<file path="src/rtl/instr_fetch_unit.sv">
// rtl/instr_fetch_unit.sv - instruction fetch unit feeding the decode stage
//
// Holds the fetch PC. Issues at most one outstanding request to instruction memory.
// Buffers returned words in a 2-entry queue and presents them to decode.
// A redirect from execute squashes both queued words and in-flight fetches.
//
// Ports:
//   clk_in          clock, rising edge
//   rst_n_in        asynchronous active-low reset
//   imem_req_out    fetch request valid; held with imem_addr_out until ack
//   imem_addr_out   word-aligned fetch address
//   imem_ack_in     memory completes the current request, data valid same cycle
//   imem_rdata_in   instruction word returned with the ack
//   redirect_in     one-cycle redirect pulse from execute
//   redirect_pc_in  redirect target (low two bits ignored)
//   ready_in        decode accepts the presented instruction this cycle
//   valid_out       instr_out/pc_out carry a real instruction
//   instr_out       instruction word, NOP_INSTR when not valid
//   pc_out          PC of instr_out, 0 when not valid
//   flush_out       decode must substitute a NOP (inverse of valid_out)

module instr_fetch_unit #(
    parameter logic [31:0] RESET_PC  = 32'h0000_0000,
    parameter logic [31:0] NOP_INSTR = 32'h0000_0013
) (
    input  logic        clk_in,
    input  logic        rst_n_in,
    output logic        imem_req_out,
    output logic [31:0] imem_addr_out,
    input  logic        imem_ack_in,
    input  logic [31:0] imem_rdata_in,
    input  logic        redirect_in,
    input  logic [31:0] redirect_pc_in,
    input  logic        ready_in,
    output logic        valid_out,
    output logic [31:0] instr_out,
    output logic [31:0] pc_out,
    output logic        flush_out
);

    typedef enum logic [1:0] {
        S_FETCH,
        S_HOLD,
        S_DISCARD
    } state_t;

    localparam logic [31:0] ALIGN_MASK = 32'hFFFF_FFFC;

    state_t      state;
    state_t      state_nxt;
    logic [31:0] fetch_pc;
    logic [31:0] fetch_pc_nxt;
    logic [31:0] addr_nxt;
    logic [1:0]  count;
    logic [1:0]  count_nxt;
    logic [31:0] q_pc    [2];
    logic [31:0] q_instr [2];
    logic        ack;
    logic        pending;
    logic        push;
    logic        pop;
    logic        wr_idx;

    always_comb begin
        // An ack only counts against a request actually on the bus.
        ack      = imem_req_out & imem_ack_in;
        pending  = imem_req_out & ~imem_ack_in;
        valid_out = (count != 2'd0) & ~redirect_in;
        flush_out = ~valid_out;
        instr_out = valid_out ? q_instr[0] : NOP_INSTR;
        pc_out    = valid_out ? q_pc[0] : 32'h0000_0000;
        pop       = valid_out & ready_in;
        // Data returned while discarding belongs to a squashed fetch.
        push      = ack & (state == S_FETCH) & ~redirect_in;
        // Push at count=1 with a pop lands in slot 0 after the shift.
        wr_idx    = count[0] & ~pop;
        count_nxt = redirect_in ? 2'd0 : count + {1'b0, push} - {1'b0, pop};

        fetch_pc_nxt = fetch_pc;
        if (redirect_in) begin
            fetch_pc_nxt = redirect_pc_in & ALIGN_MASK;
        end else if (push) begin
            fetch_pc_nxt = fetch_pc + 32'd4;
        end

        state_nxt = state;
        if (redirect_in) begin
            // A request still waiting for its ack must finish before a new one.
            state_nxt = pending ? S_DISCARD : S_FETCH;
        end else begin
            case (state)
                S_FETCH:   state_nxt = (count_nxt <= 2'd1) ? S_FETCH : S_HOLD;
                S_HOLD:    state_nxt = (count_nxt <= 2'd1) ? S_FETCH : S_HOLD;
                S_DISCARD: state_nxt = ack ? S_FETCH : S_DISCARD;
                default:   state_nxt = S_FETCH;
            endcase
        end

        // Address stays frozen while a request waits; otherwise it tracks fetch_pc.
        addr_nxt = pending ? imem_addr_out : fetch_pc_nxt;
    end

    always_ff @(posedge clk_in or negedge rst_n_in) begin
        if (!rst_n_in) begin
            state         <= S_FETCH;
            fetch_pc      <= RESET_PC & ALIGN_MASK;
            imem_req_out  <= 1'b0;
            imem_addr_out <= RESET_PC & ALIGN_MASK;
            count         <= 2'd0;
            q_pc[0]       <= 32'h0;
            q_pc[1]       <= 32'h0;
            q_instr[0]    <= 32'h0;
            q_instr[1]    <= 32'h0;
        end else begin
            state         <= state_nxt;
            fetch_pc      <= fetch_pc_nxt;
            imem_req_out  <= (state_nxt != S_HOLD);
            imem_addr_out <= addr_nxt;
            count         <= count_nxt;
            if (!redirect_in) begin
                if (pop) begin
                    q_pc[0]    <= q_pc[1];
                    q_instr[0] <= q_instr[1];
                end
                if (push) begin
                    q_pc[wr_idx]    <= fetch_pc;
                    q_instr[wr_idx] <= imem_rdata_in;
                end
            end
        end
    end

endmodule
</file>
<file path="config.mk">
export PLATFORM = sky130hd
export DESIGN_NAME = instr_fetch_unit
export DESIGN_NICKNAME = d
export VERILOG_FILES = /design/src/rtl/instr_fetch_unit.sv
export SDC_FILE = /design/constraint.sdc
export NUM_CORES = 1
export LEC_CHECK = 0
export BUFFER_PORTS_ARGS = -buffer_cell sky130_fd_sc_hd__buf_2
export CAP_MARGIN = 10
export CORE_AREA = 4 4 133 135
export CTS_BUF_LIST = sky130_fd_sc_hd__clkbuf_4 sky130_fd_sc_hd__clkbuf_8
export CTS_CLUSTER_SIZE = 14
export DETAILED_ROUTE_END_ITERATION = 8
export DIE_AREA = 0 0 137 139
export PLACE_DENSITY = 0.74
export SLEW_MARGIN = 25
export SYNTH_ARGS = -nofsm -noshare
export SYNTH_HDL_FRONTEND = slang
export SYNTH_SLANG_ARGS = --single-unit
</file>
<file path="constraint.sdc">
create_clock -name clk_in -period 4.7 [get_ports clk_in]
set_input_delay 0.705 -clock clk_in [delete_from_list [all_inputs] [get_ports clk_in]]
set_output_delay 0.705 -clock clk_in [all_outputs]
set_load 0.01 [all_outputs]
</file>
After elaboration in Yosys (flattened, before gate mapping). Index checks and enable logic that the tools add are counted.

Reduce and logical (&&, ||, !) cells: 5. Add/subtract/negate cells: 3. Magnitude comparators: 3. Bitwise operators: 12. Muxes and demuxes: 20. Equality and inequality tests: 3.

Operator list (number): $mux 32 (9); $bwmux 64 (2); $mux 64 (2); $add 32x3->32 const B (1); $demux 32 s1 (1); $mux 2 (4); $and 1x1->1 (7); $not 1->1 (4); $pmux 2 s2 (1); $add 2x1->2 (1); $eq 2x1->1 const B (1); $eq 2x2->1 const B (1); $ge 2x2->1 const B (1); $le 2x1->1 const B (1); $logic_not 2->1 (1); $lt 2x1->1 const B (1); $ne 2x1->1 const B (1); $not 1->2 (1); $reduce_and 2->1 (1); $reduce_bool 2->1 (1); $reduce_or 2->1 (1); $sub 2x1->2 (1); $logic_and 1x1->1 (1); $mux 1 (1).

Register bits after elaboration: 197. Output and inout port bits: 99. Word-level logic and storage cells: 55.

Longest topological paths before layout. Gate-level depths: netlist (run 1).

Depth after elaboration: 12. Mapped depth: 11.

Least setup slack after synthesis (run 1). Ideal clock, no wire load.

Kind: in2reg. Start point: in redirect_in. End point: reg imem_req_out. Required time: 4.562 ns. Arrival: 2.589 ns. Slack: 1.973 ns. Stages: 10. Cells stage by stage: buf_2 -> nor2_1 -> clkbuf_1 -> inv_1 -> nor2_1 -> ha_1 -> inv_1 -> ha_1 -> xnor2_1 -> or3_1.

Cells in the longest elaborated chain, start to end: 10. Elaborated cells between the ends (all ways): 12.

RTL lines: start: declaration (line 32) `input logic redirect_in,`; $not 1->1 (no line); $and 1x1->1 (line 68) `valid_out = (count != 2'd0) & ~redirect_in;`; net valid_out (line 35) `output logic valid_out,`; $and 1x1->1 (line 72) `pop = valid_out & ready_in;`; $sub 2x1->2 (line 77) `count_nxt = redirect_in ? 2'd0 : count + {1'b0, push} - {1'b0, pop};`; $mux 2 (line 77); $le 2x1->1 (line 92, 93); $mux 1 (line 92, 93); $pmux 2 s2 (line 91) `case (state)`; $mux 2 (line 87) `if (redirect_in) begin`; $ne 2x1->1 (line 117) `imem_req_out <= (state_nxt != S_HOLD);`; end signal: assignment (line 117); end: declaration (line 28) `output logic imem_req_out,`.

The timed path passes the listed nets, and every way through them passes these cells. A chain may end at the register's enable or synchronous reset.

Worst setup path in the final report (run 1).
Start point: reg count[0]. End point: out pc_out[23].

Cells in the longest elaborated chain, start to end: 3.

RTL lines: start: declaration (line 54) `logic [1:0] count;`; start signal: assignment (line 119) `count <= count_nxt;`; $reduce_bool 2->1 (line 68); $and 1x1->1 (line 68); $mux 32 (line 71) `pc_out = valid_out ? q_pc[0] : 32'h0000_0000;`; end: declaration (line 37) `output logic [31:0] pc_out,`.

Every way passes these cells.

==> flow_summary.json, run 1 <==
{
  "overflow": 0,
  "postPlaceCellArea_sq_um": 9950,
  "finalNetCount": 958,
  "min_period_ns": 3.02,
  "drt-total-wl_um": 21200,
  "grt_pass1_wl_um": 34500,
  "fin_cells": 1118,
  "crit_required_ns": 3.99,
  "hold_path_class": "in2async",
  "clk_pin_slew_worst_paths_ns": 0.09,
  "use_met3": 0.0479,
  "worst_clock_skew_ns": 0.0151,
  "synthTopCellsByArea": "dfrtp_1, mux2_2, a222oi_1",
  "synth_most_common_cell": "dfrtp_1",
  "cts-buffers-inserted": 17,
  "initialDrtViolationCount": 631,
  "post-route-period-util": 0.643,
  "via_per_inst": 5.90,
  "async_reset_ff_frac": 1.00,
  "area_growth_pct": 15.4,
  "start_util": 0.543,
  "vias": 6599,
  "slowest_stage": "dfrtp_1",
  "die_y_um": 139,
  "worst_slew_pin_slew_ns": 1.03,
  "cp_cell_sequence": "nor2_1 > nor2_4 > buf_4 > and2_1 > buf_2",
  "setup-tns-final_ns": 0,
  "wl_per_cell_um": 19.0,
  "postCtsHoldBufs": 0,
  "endpoint": "pc_out[23]",
  "yosysWarnings": 0,
  "timing.fmax_mhz": 331,
  "drc": 0,
  "drive_above_1_share": 0.349,
  "cts_max_level": 4,
  "maxSlewViolCount": 0,
  "synth_top_area_share": 0.551,
  "ios": 168,
  "place_ws_ns": 1.53,
  "rows": 47,
  "coreArea_sq_um": 16500,
  "gr-usage-all-layers": 0.228,
  "multi_input_area_sq_um": 3530,
  "setup_ws_ns": 1.68,
  "cp_max_fo": 30,
  "place_congestion": 0.833,
  "cts_tree": "built",
  "yosysUniqueCellTypes": 49,
  "ant_nets": 0,
  "crit_arrival_ns": 2.31,
  "clock-root-buffer": "clkbuf_8",
  "dp_hpwl_um": 13900,
  "ys_ff_latch": 197,
  "clk_latency_ns": 0.48,
  "drv_cap": 0,
  "rsz0062_at_grt": "no",
  "internal_power_w": 0.00331,
  "outcome": "completed",
  "clock_power_share": 0.214,
  "r2r_slack_ns": 2.13,
  "num_antenna_cells": 0,
  "syn_avg_cell_area_sq_um": 12.0,
  "hold_violations": 0,
  "cts.sinks": 197,
  "clock_path_buffers": 2,
  "power_frac_comb": 0.255,
  "antenna_found_initial": 1,
  "setup.worst_path.class": "reg2out",
  "finalInstanceArea_sq_um": 10300,
  "power_switching_share": 0.310,
  "reg2reg_depth": 6,
  "nFillCells": 1330,
  "synth_seq_area_share": 0.551,
  "end_kind": "output port",
  "synth_edf_count": 0,
  "relSlewSlack": 0.309,
  "start_kind": "flop",
  "register_area_sq_um": 4930,
  "synth_common_cells": "dfrtp_1, mux2_2, inv_1",
  "grt_pass1_vias": 6628,
  "synth_area_leader_cell": "dfrtp_1",
  "die_area_sq_um": 19000,
  "synth_ff_type": "dfrtp_1",
  "syn-cell-area_sq_um": 8950,
  "grt_use_met2": 0.366,
  "crit_start": "count[0]",
  "dpl.cell_count": 1087,
  "finalSetupViolations": 0,
  "dr.pass1.iters": 9,
  "grt_max_degree": 105,
  "r2r_end": "q_instr[61]",
  "switchingPower_w": 0.00149,
  "syn_nets": 816,
  "peakVddDrop_v": 0.000210,
  "io_buffer_count": 165,
  "cts_setup_buffers": 0,
  "crit_path_max_incr_delay_ns": 0.50,
  "reg2reg_from": "imem_req_out",
  "p_per_area_nw_per_um2": 465,
  "die_x_um": 137,
  "grtUsageMet1": 0.309,
  "total_leakage_power_nw": 5.25,
  "worst_hold_slack_ns": 0.305,
  "busiest_layer": "met2",
  "p_seq_frac": 0.531,
  "synth_cells": 744,
  "ctsResizeCount": 0
}
-- cell type report --
type / instances / share of cell area
tap: 220 / 0.0267
timing repair buffer: 179 / 0.0934
clock buffer: 19 / 0.0253
clock inverter: 12 / 0.0102
inverter: 70 / 0.0254
multi-input combinational: 421 / 0.342
sequential: 197 / 0.477
-- metal layers --
metal  wire [um]  vias up  part of all wire
met2       10300      266              0.48
li1            -     2989                 -
met5           8        -           0.00038
met1        8970     3313              0.42
met4         370        2             0.017
met3        1580       29             0.075
-- kinds of logic after synthesis --
logic type               share of synthesized area
AO/OA/AOI/OAI                                0.112
XOR/XNOR                                    0.0274
adder cells (fa/ha/maj)                    0.00420
buffers and inverters                       0.0612
flip-flops                                   0.551
multiplexers                                 0.112
AND/OR/NAND/NOR                              0.132
-- cells in the final DEF, fill, tap and decap left out, types with 3 or more instances in the layout --
master    count
nand4_1      13
nor2b_1       4
buf_2       164
xor2_1        7
buf_4        12
and3_1       25
o21ai_0       6
a222oi_1     64
and2_1       62
nor3_1        3
nand2_1      27
nand3_1      18
dfrtp_1     197
nor2_1       15
nor4_4        4
mux2_2       82
clkinv_2      5
inv_1        70
a221o_1      19
clkbuf_8     20
a21oi_1       7
ha_1          3
or3_1         6
mux2_1        5
xnor2_1      21
-- worst max-delay path, delay by kind of cell (launching register included) --
family	cells	cell delay, ns
buffers and inverters	2	0.54
flip-flops	1	0.50
AND/OR/NAND/NOR	3	0.80
-- power groups by stage --
stage	Combinational (W)	Sequential, W	Clock (W)
finish	0.00122	0.00255	0.00103
global placement	0.00119	0.00256	0
floorplan	0.000868	0.00250	0
CTS	0.00124	0.00255	0.00105
detailed placement	0.00124	0.00258	0
global route	0.00136	0.00262	0.00113
-- per-stage QoR --
stage | utilization | total power (W)
after global placement | 0.604 | 0.00375
after global routing | 0.627 | 0.00511
after CTS | 0.627 | 0.00484
final | 0.627 | 0.00480
after detailed placement | 0.604 | 0.00381
after floorplan | - | 0.00337
-- worst min-delay path by stage --
stage / cells after the start / slack [ns] / endpoint / start
floorplan: 0 / 0.41 / async pin / rst_n_in
global placement: 2 / 0.46 / q_instr[36] / flop
detailed placement: 2 / 0.47 / q_instr[36] / flop
CTS: 1 / 0.34 / async pin / rst_n_in
global route: 1 / 0.34 / async pin / rst_n_in
finish: 1 / 0.30 / q_pc[50] / rst_n_in
Note: power is estimated with default switching activity, not from simulation.
==> inputs of run 2 (changes only) <==
==> constraint.sdc (replaced) <==
create_clock -name clk_in -period 3.12 [get_ports clk_in]
set_input_delay 0.468 -clock clk_in [delete_from_list [all_inputs] [get_ports clk_in]]
set_output_delay 0.468 -clock clk_in [all_outputs]
set_load 0.01 [all_outputs]
==> run 2 against run 1 <==
Effect of this change:
- wire length up 1.8%
- clock skew up 0.0027 ns
- die area stayed put
- utilization is 0.65 points higher
- critical endpoint is now pc_out[20]
- largest cell class unchanged
==> flow_summary.json, run 2 (synthesis gave the netlist of run 1 again) <==
{
  "outcome": "completed",
  "path_delay_family": "simple AND/OR/NAND/NOR gates",
  "clk_pin_slew_worst_paths_ns": 0.10,
  "post-route-period-util": 0.833,
  "die_y_um": 139,
  "timing.fmax_mhz": 385,
  "cts_tree": "built",
  "grt_max_degree": 86,
  "gr-usage-all-layers": 0.230,
  "antenna_found_initial": 2,
  "layout_common_cells": "dfrtp_1, buf_2, mux2_2",
  "clock-root-buffer": "clkbuf_8",
  "cts-buffers-inserted": 17,
  "relSlewSlack": 0.434,
  "worst_hold_slack_ns": 0.220,
  "start_kind": "flop",
  "ant_nets": 0,
  "initialDrtViolationCount": 593,
  "place_ws_ns": 0.666,
  "grt_pass1_wl_um": 34800,
  "coreArea_sq_um": 16500,
  "drv_cap": 0,
  "via_per_inst": 5.83,
  "total_power_w": 0.00740,
  "clk_latency_ns": 0.47,
  "overflow": 0,
  "finalNetCount": 966,
  "setup.worst_path.class": "reg2out",
  "die_area_sq_um": 19000,
  "fin_util": 0.634,
  "drt-total-wl_um": 21600,
  "maxSlewViolCount": 0,
  "hold_path_class": "in2reg",
  "place_congestion": 0.829,
  "crit_buf_inv": 2,
  "worst_clock_skew_ns": 0.0178,
  "setup_ws_ns": 0.521,
  "crit_start": "count[0]",
  "ios": 168,
  "min_period_ns": 2.60,
  "io_buffer_count": 165,
  "reg2reg_from": "count[0]",
  "worst_slew_pin_slew_ns": 0.845,
  "grt_pass1_vias": 6618,
  "cp_max_fo": 44,
  "p_per_area_nw_per_um2": 709,
  "hold_violations": 0,
  "die_x_um": 137,
  "clock_path_buffers": 2,
  "cts_max_level": 4,
  "slowest_stage": "dfrtp_1",
  "hp-start": "redirect_pc_in[7]",
  "total_leakage_power_nw": 5.30,
  "end_kind": "output port",
  "start_util": 0.543,
  "area_growth_pct": 16.6,
  "vias": 6578,
  "dp_hpwl_um": 14100,
  "wl_per_cell_um": 19.2,
  "crit_required_ns": 2.65,
  "crit_arrival_ns": 2.13,
  "crit_path_max_incr_delay_ns": 0.48,
  "final_common_cell": "dfrtp_1",
  "drive_above_1_share": 0.354,
  "drc": 0,
  "cts.sinks": 197,
  "dr.pass1.iters": 9,
  "rsz0062_at_grt": "no",
  "setup-tns-final_ns": 0,
  "rows": 47,
  "finalSetupViolations": 0,
  "cp_cell_sequence": "nor2_1 > nor2_4 > buf_4 > and2_1 > buf_2",
  "peakVddDrop_v": 0.000352
}
==> run 2: final timing paths <==
path | end | cells after the start | slack, ns
max | pc_out[20] | 5 | 0.52
min | fetch_pc[7] | 3 | 0.22
max reg2reg | imem_req_out | 10 | 0.73
min reg2reg | q_pc[56] | 2 | 0.47
max in group asynchronous | q_pc[59] | 3 | 1.68
min in group asynchronous | async pin | 2 | 0.53
==> run 2: area by class of cell <==
type,instances,area [sq um]
Fill cell,1336,6030
Sequential cell,197,4930
Multi-Input combinational cell,421,3510
Timing Repair Buffer,187,1040
Tap cell,220,275
Inverter,70,263
Clock buffer,18,248
Clock inverter,14,165
Antenna cell,1,2.50
==> run 2: routing by layer <==
metal	share of wire	vias up	global-route usage
met3	0.071	26	0.0475
met1	0.43	3324	0.323
met5	0.00060	-	0
li1	-	2989	-
met4	0.014	2	0.0667
met2	0.48	237	0.363
==> run 2: tightest hold or removal path, cell delays in order <==
cell,delay (ns)
buf_2,0.08
nand2_1,0.05
o21ai_2,0.05
==> run 2: repair_timing <==
item,CTS,global route
hold endpoints to repair,39,0
resized for setup,0,0
buffers inserted,0,0
hold buffers,1,0
endpoints found under the setup margin,0,0
==> run 2: where the power goes <==
part | switching [W] | leakage, nW | internal (W)
Combinational | 0.000884 | 2.61 | 0.000961
Clock | 0.000949 | 0.208 | 0.000757
Sequential | 0.000484 | 2.48 | 0.00337
==> run 2: through the flow <==
step / cells / area [sq um]
after floorplan: 744 / 8950
after CTS: 1127 / 10400
after detailed placement: 1094 / 10000
after global placement: 1094 / 10000
after global routing: 1128 / 10400
final: 1128 / 10400
==> inputs of run 3 (changes only) <==
--- a/config.mk
+++ b/config.mk
@@ -5,13 +5,14 @@
 export SDC_FILE = /design/constraint.sdc
 export NUM_CORES = 1
 export LEC_CHECK = 0
+export ABC_AREA = 1
 export BUFFER_PORTS_ARGS = -buffer_cell sky130_fd_sc_hd__buf_2
 export CAP_MARGIN = 10
-export CORE_AREA = 4 4 133 135
+export CORE_AREA = 4 4 136 138
 export CTS_BUF_LIST = sky130_fd_sc_hd__clkbuf_4 sky130_fd_sc_hd__clkbuf_8
 export CTS_CLUSTER_SIZE = 14
 export DETAILED_ROUTE_END_ITERATION = 8
-export DIE_AREA = 0 0 137 139
+export DIE_AREA = 0 0 140 142
 export PLACE_DENSITY = 0.74
 export SLEW_MARGIN = 25
 export SYNTH_ARGS = -nofsm -noshare
==> constraint.sdc (replaced) <==
create_clock -name clk_in -period 2.7 [get_ports clk_in]
set_input_delay 0.405 -clock clk_in [delete_from_list [all_inputs] [get_ports clk_in]]
set_output_delay 0.405 -clock clk_in [all_outputs]
set_load 0.01 [all_outputs]
==> run 3 against run 2 <==
Effect of this change:
- the run now ends with hold timing left
- critical endpoint is now instr_out[27]
- wire length up 0.46%
- via count grew 20%
- clock power barely moved
- worst hold slack got worse by 0.26 ns
- non-clock buffer count decreased by 7
- power is 17% higher
==> flow_summary.json, run 3 <==
{
  "outcome": "finished, violations left",
  "violations": "hold timing",
  "clk_pin_slew_worst_paths_ns": 0.10,
  "drive_above_1_share": 0.184,
  "p_seq_frac": 0.512,
  "crit_required_ns": 2.30,
  "finalInstanceArea_sq_um": 10800,
  "cp_common_cell": "nor2_1",
  "ant_nets": 0,
  "p_per_area_nw_per_um2": 802,
  "layout_common_cells": "nand2_1, dfrtp_1, buf_2",
  "peakVddDrop_v": 0.000368,
  "place_ws_ns": 0.552,
  "final_common_cell": "nand2_1",
  "power_frac_comb": 0.290,
  "ctsResizeCount": 0,
  "synth_cells": 1199,
  "internal_power_w": 0.00563,
  "initialDrtViolationCount": 529,
  "hold_violations": 14,
  "grt_max_degree": 126,
  "synth_ff_type": "dfrtp_1",
  "slowest_stage": "inv_2",
  "cts-buffers-inserted": 17,
  "synth_area_leader_cell": "dfrtp_1",
  "crit_path_max_incr_delay_ns": 0.43,
  "vias": 7894,
  "cp_cell_sequence": "nor2_1 > nor2_2 > inv_2 > buf_4 > nor2_1 > buf_2",
  "cts_setup_buffers": 0,
  "die_y_um": 142,
  "cts_max_level": 4,
  "syn-cell-area_sq_um": 9370,
  "synth_seq_area_share": 0.526,
  "total_leakage_power_nw": 5.74,
  "dp_hpwl_um": 15000,
  "gr-usage-all-layers": 0.226,
  "clock_power_share": 0.198,
  "dpl.cell_count": 1544,
  "drv_cap": 0,
  "drt-total-wl_um": 21700,
  "place_congestion": 0.857,
  "overflow": 0,
  "cp_max_fo": 30,
  "worst_clock_skew_ns": 0.0131,
  "clk_latency_ns": 0.47,
  "setup.worst_path.class": "reg2out",
  "synthTopCellsByArea": "dfrtp_1, nand2_1, o21ai_0",
  "io_buffer_count": 165,
  "syn_avg_cell_area_sq_um": 7.82,
  "synth_edf_count": 0,
  "start_util": 0.546,
  "cts.sinks": 197,
  "coreArea_sq_um": 17200,
  "rows": 48,
  "min_period_ns": 2.46,
  "synth_most_common_cell": "nand2_1",
  "num_antenna_cells": 0,
  "finalSetupViolations": 0,
  "wl_per_cell_um": 13.8,
  "rsz0062_at_grt": "no",
  "synth_top_area_share": 0.526,
  "die_area_sq_um": 19900,
  "hold_path_class": "in2async",
  "finalNetCount": 1410,
  "power_switching_share": 0.349,
  "syn_nets": 1271,
  "path_delay_family": "buffers and inverters",
  "area_growth_pct": 15.1,
  "crit_buf_inv": 3,
  "setup-tns-final_ns": 0,
  "end_kind": "output port",
  "fin_cells": 1576,
  "clock-root-buffer": "clkbuf_8",
  "via_per_inst": 5.01,
  "post-route-period-util": 0.912,
  "relSlewSlack": 0.488,
  "antenna_found_initial": 0,
  "worst_slew_pin_slew_ns": 0.768,
  "setup_ws_ns": 0.238,
  "ios": 168,
  "postCtsHoldBufs": 0,
  "grt_pass1_wl_um": 36700,
  "ys_ff_latch": 197,
  "yosysWarnings": 0,
  "async_reset_ff_frac": 1.00,
  "synth_common_cells": "nand2_1, dfrtp_1, nor2_1",
  "maxSlewViolCount": 0,
  "dr.pass1.iters": 5,
  "die_x_um": 140,
  "grt_pass1_vias": 7443,
  "crit_arrival_ns": 2.06,
  "drc": 0,
  "yosysUniqueCellTypes": 35,
  "cts_tree": "built",
  "postPlaceCellArea_sq_um": 10400,
  "switchingPower_w": 0.00302,
  "timing.fmax_mhz": 406,
  "worst_hold_slack_ns": -0.0357,
  "clock_path_buffers": 2,
  "start_kind": "flop"
}
==> run 3: through the flow <==
stage / hold WS (ns) / total power [W] / util
2_1_floorplan: 0.109 / 0.00618 / -
3_3_place_gp: 0.458 / 0.00687 / 0.608
3_5_place_dp: 0.459 / 0.00700 / 0.608
4_1_cts: 0.0221 / 0.00872 / 0.628
5_1_grt: 0.0223 / 0.00938 / 0.628
6_report: -0.0357 / 0.00865 / 0.628
==> run 3: final cells by class <==
cell class	instances	area, sq um
clock inverters	11	80.1
clock buffers	21	264
multi-input cells	790	3600
flip-flops and latches	197	4930
repair buffers	180	1060
well taps	225	282
fillers	1619	6390
inverters	152	572
==> run 3: path summary, 6_finish.rpt <==
check	cells past startpoint	end	startpoint	slack, ns
max	6	instr_out[27]	count[1]	0.24
min	1	q_instr[59]	rst_n_in	-0.04
max reg2reg	8	flop	count[0]	0.73
min reg2reg	2	imem_addr_out[0]	imem_addr_out[0]	0.48
max in group asynchronous	2	q_instr[52]	rst_n_in	1.88
min in group clk_in	3	fetch_pc[5]	redirect_pc_in[5]	0.15
==> run 3: power groups by stage <==
stage	Sequential, W	Combinational, W	Clock, W
CTS	0.00442	0.00254	0.00175
detailed placement	0.00448	0.00252	0
global route	0.00455	0.00293	0.00190
finish	0.00443	0.00251	0.00171
global placement	0.00444	0.00243	0
floorplan	0.00442	0.00175	0
==> run 3: layer usage <==
layer / up-vias / share of wire / GRT usage
met3: 20 / 0.059 / 0.0481
met2: 232 / 0.45 / 0.346
met5: - / 0 / 0
met4: 0 / 0.016 / 0.0576
li1: 4020 / - / -
met1: 3622 / 0.47 / 0.332
==> run 3: cells by family after synthesis <==
kind of cell	synth area share
AO/OA/AOI/OAI	0.122
XOR/XNOR	0.0103
adder cells (fa/ha/maj)	0.00400
buffers and inverters	0.0909
flip-flops	0.526
multiplexers	0.00360
AND/OR/NAND/NOR	0.244
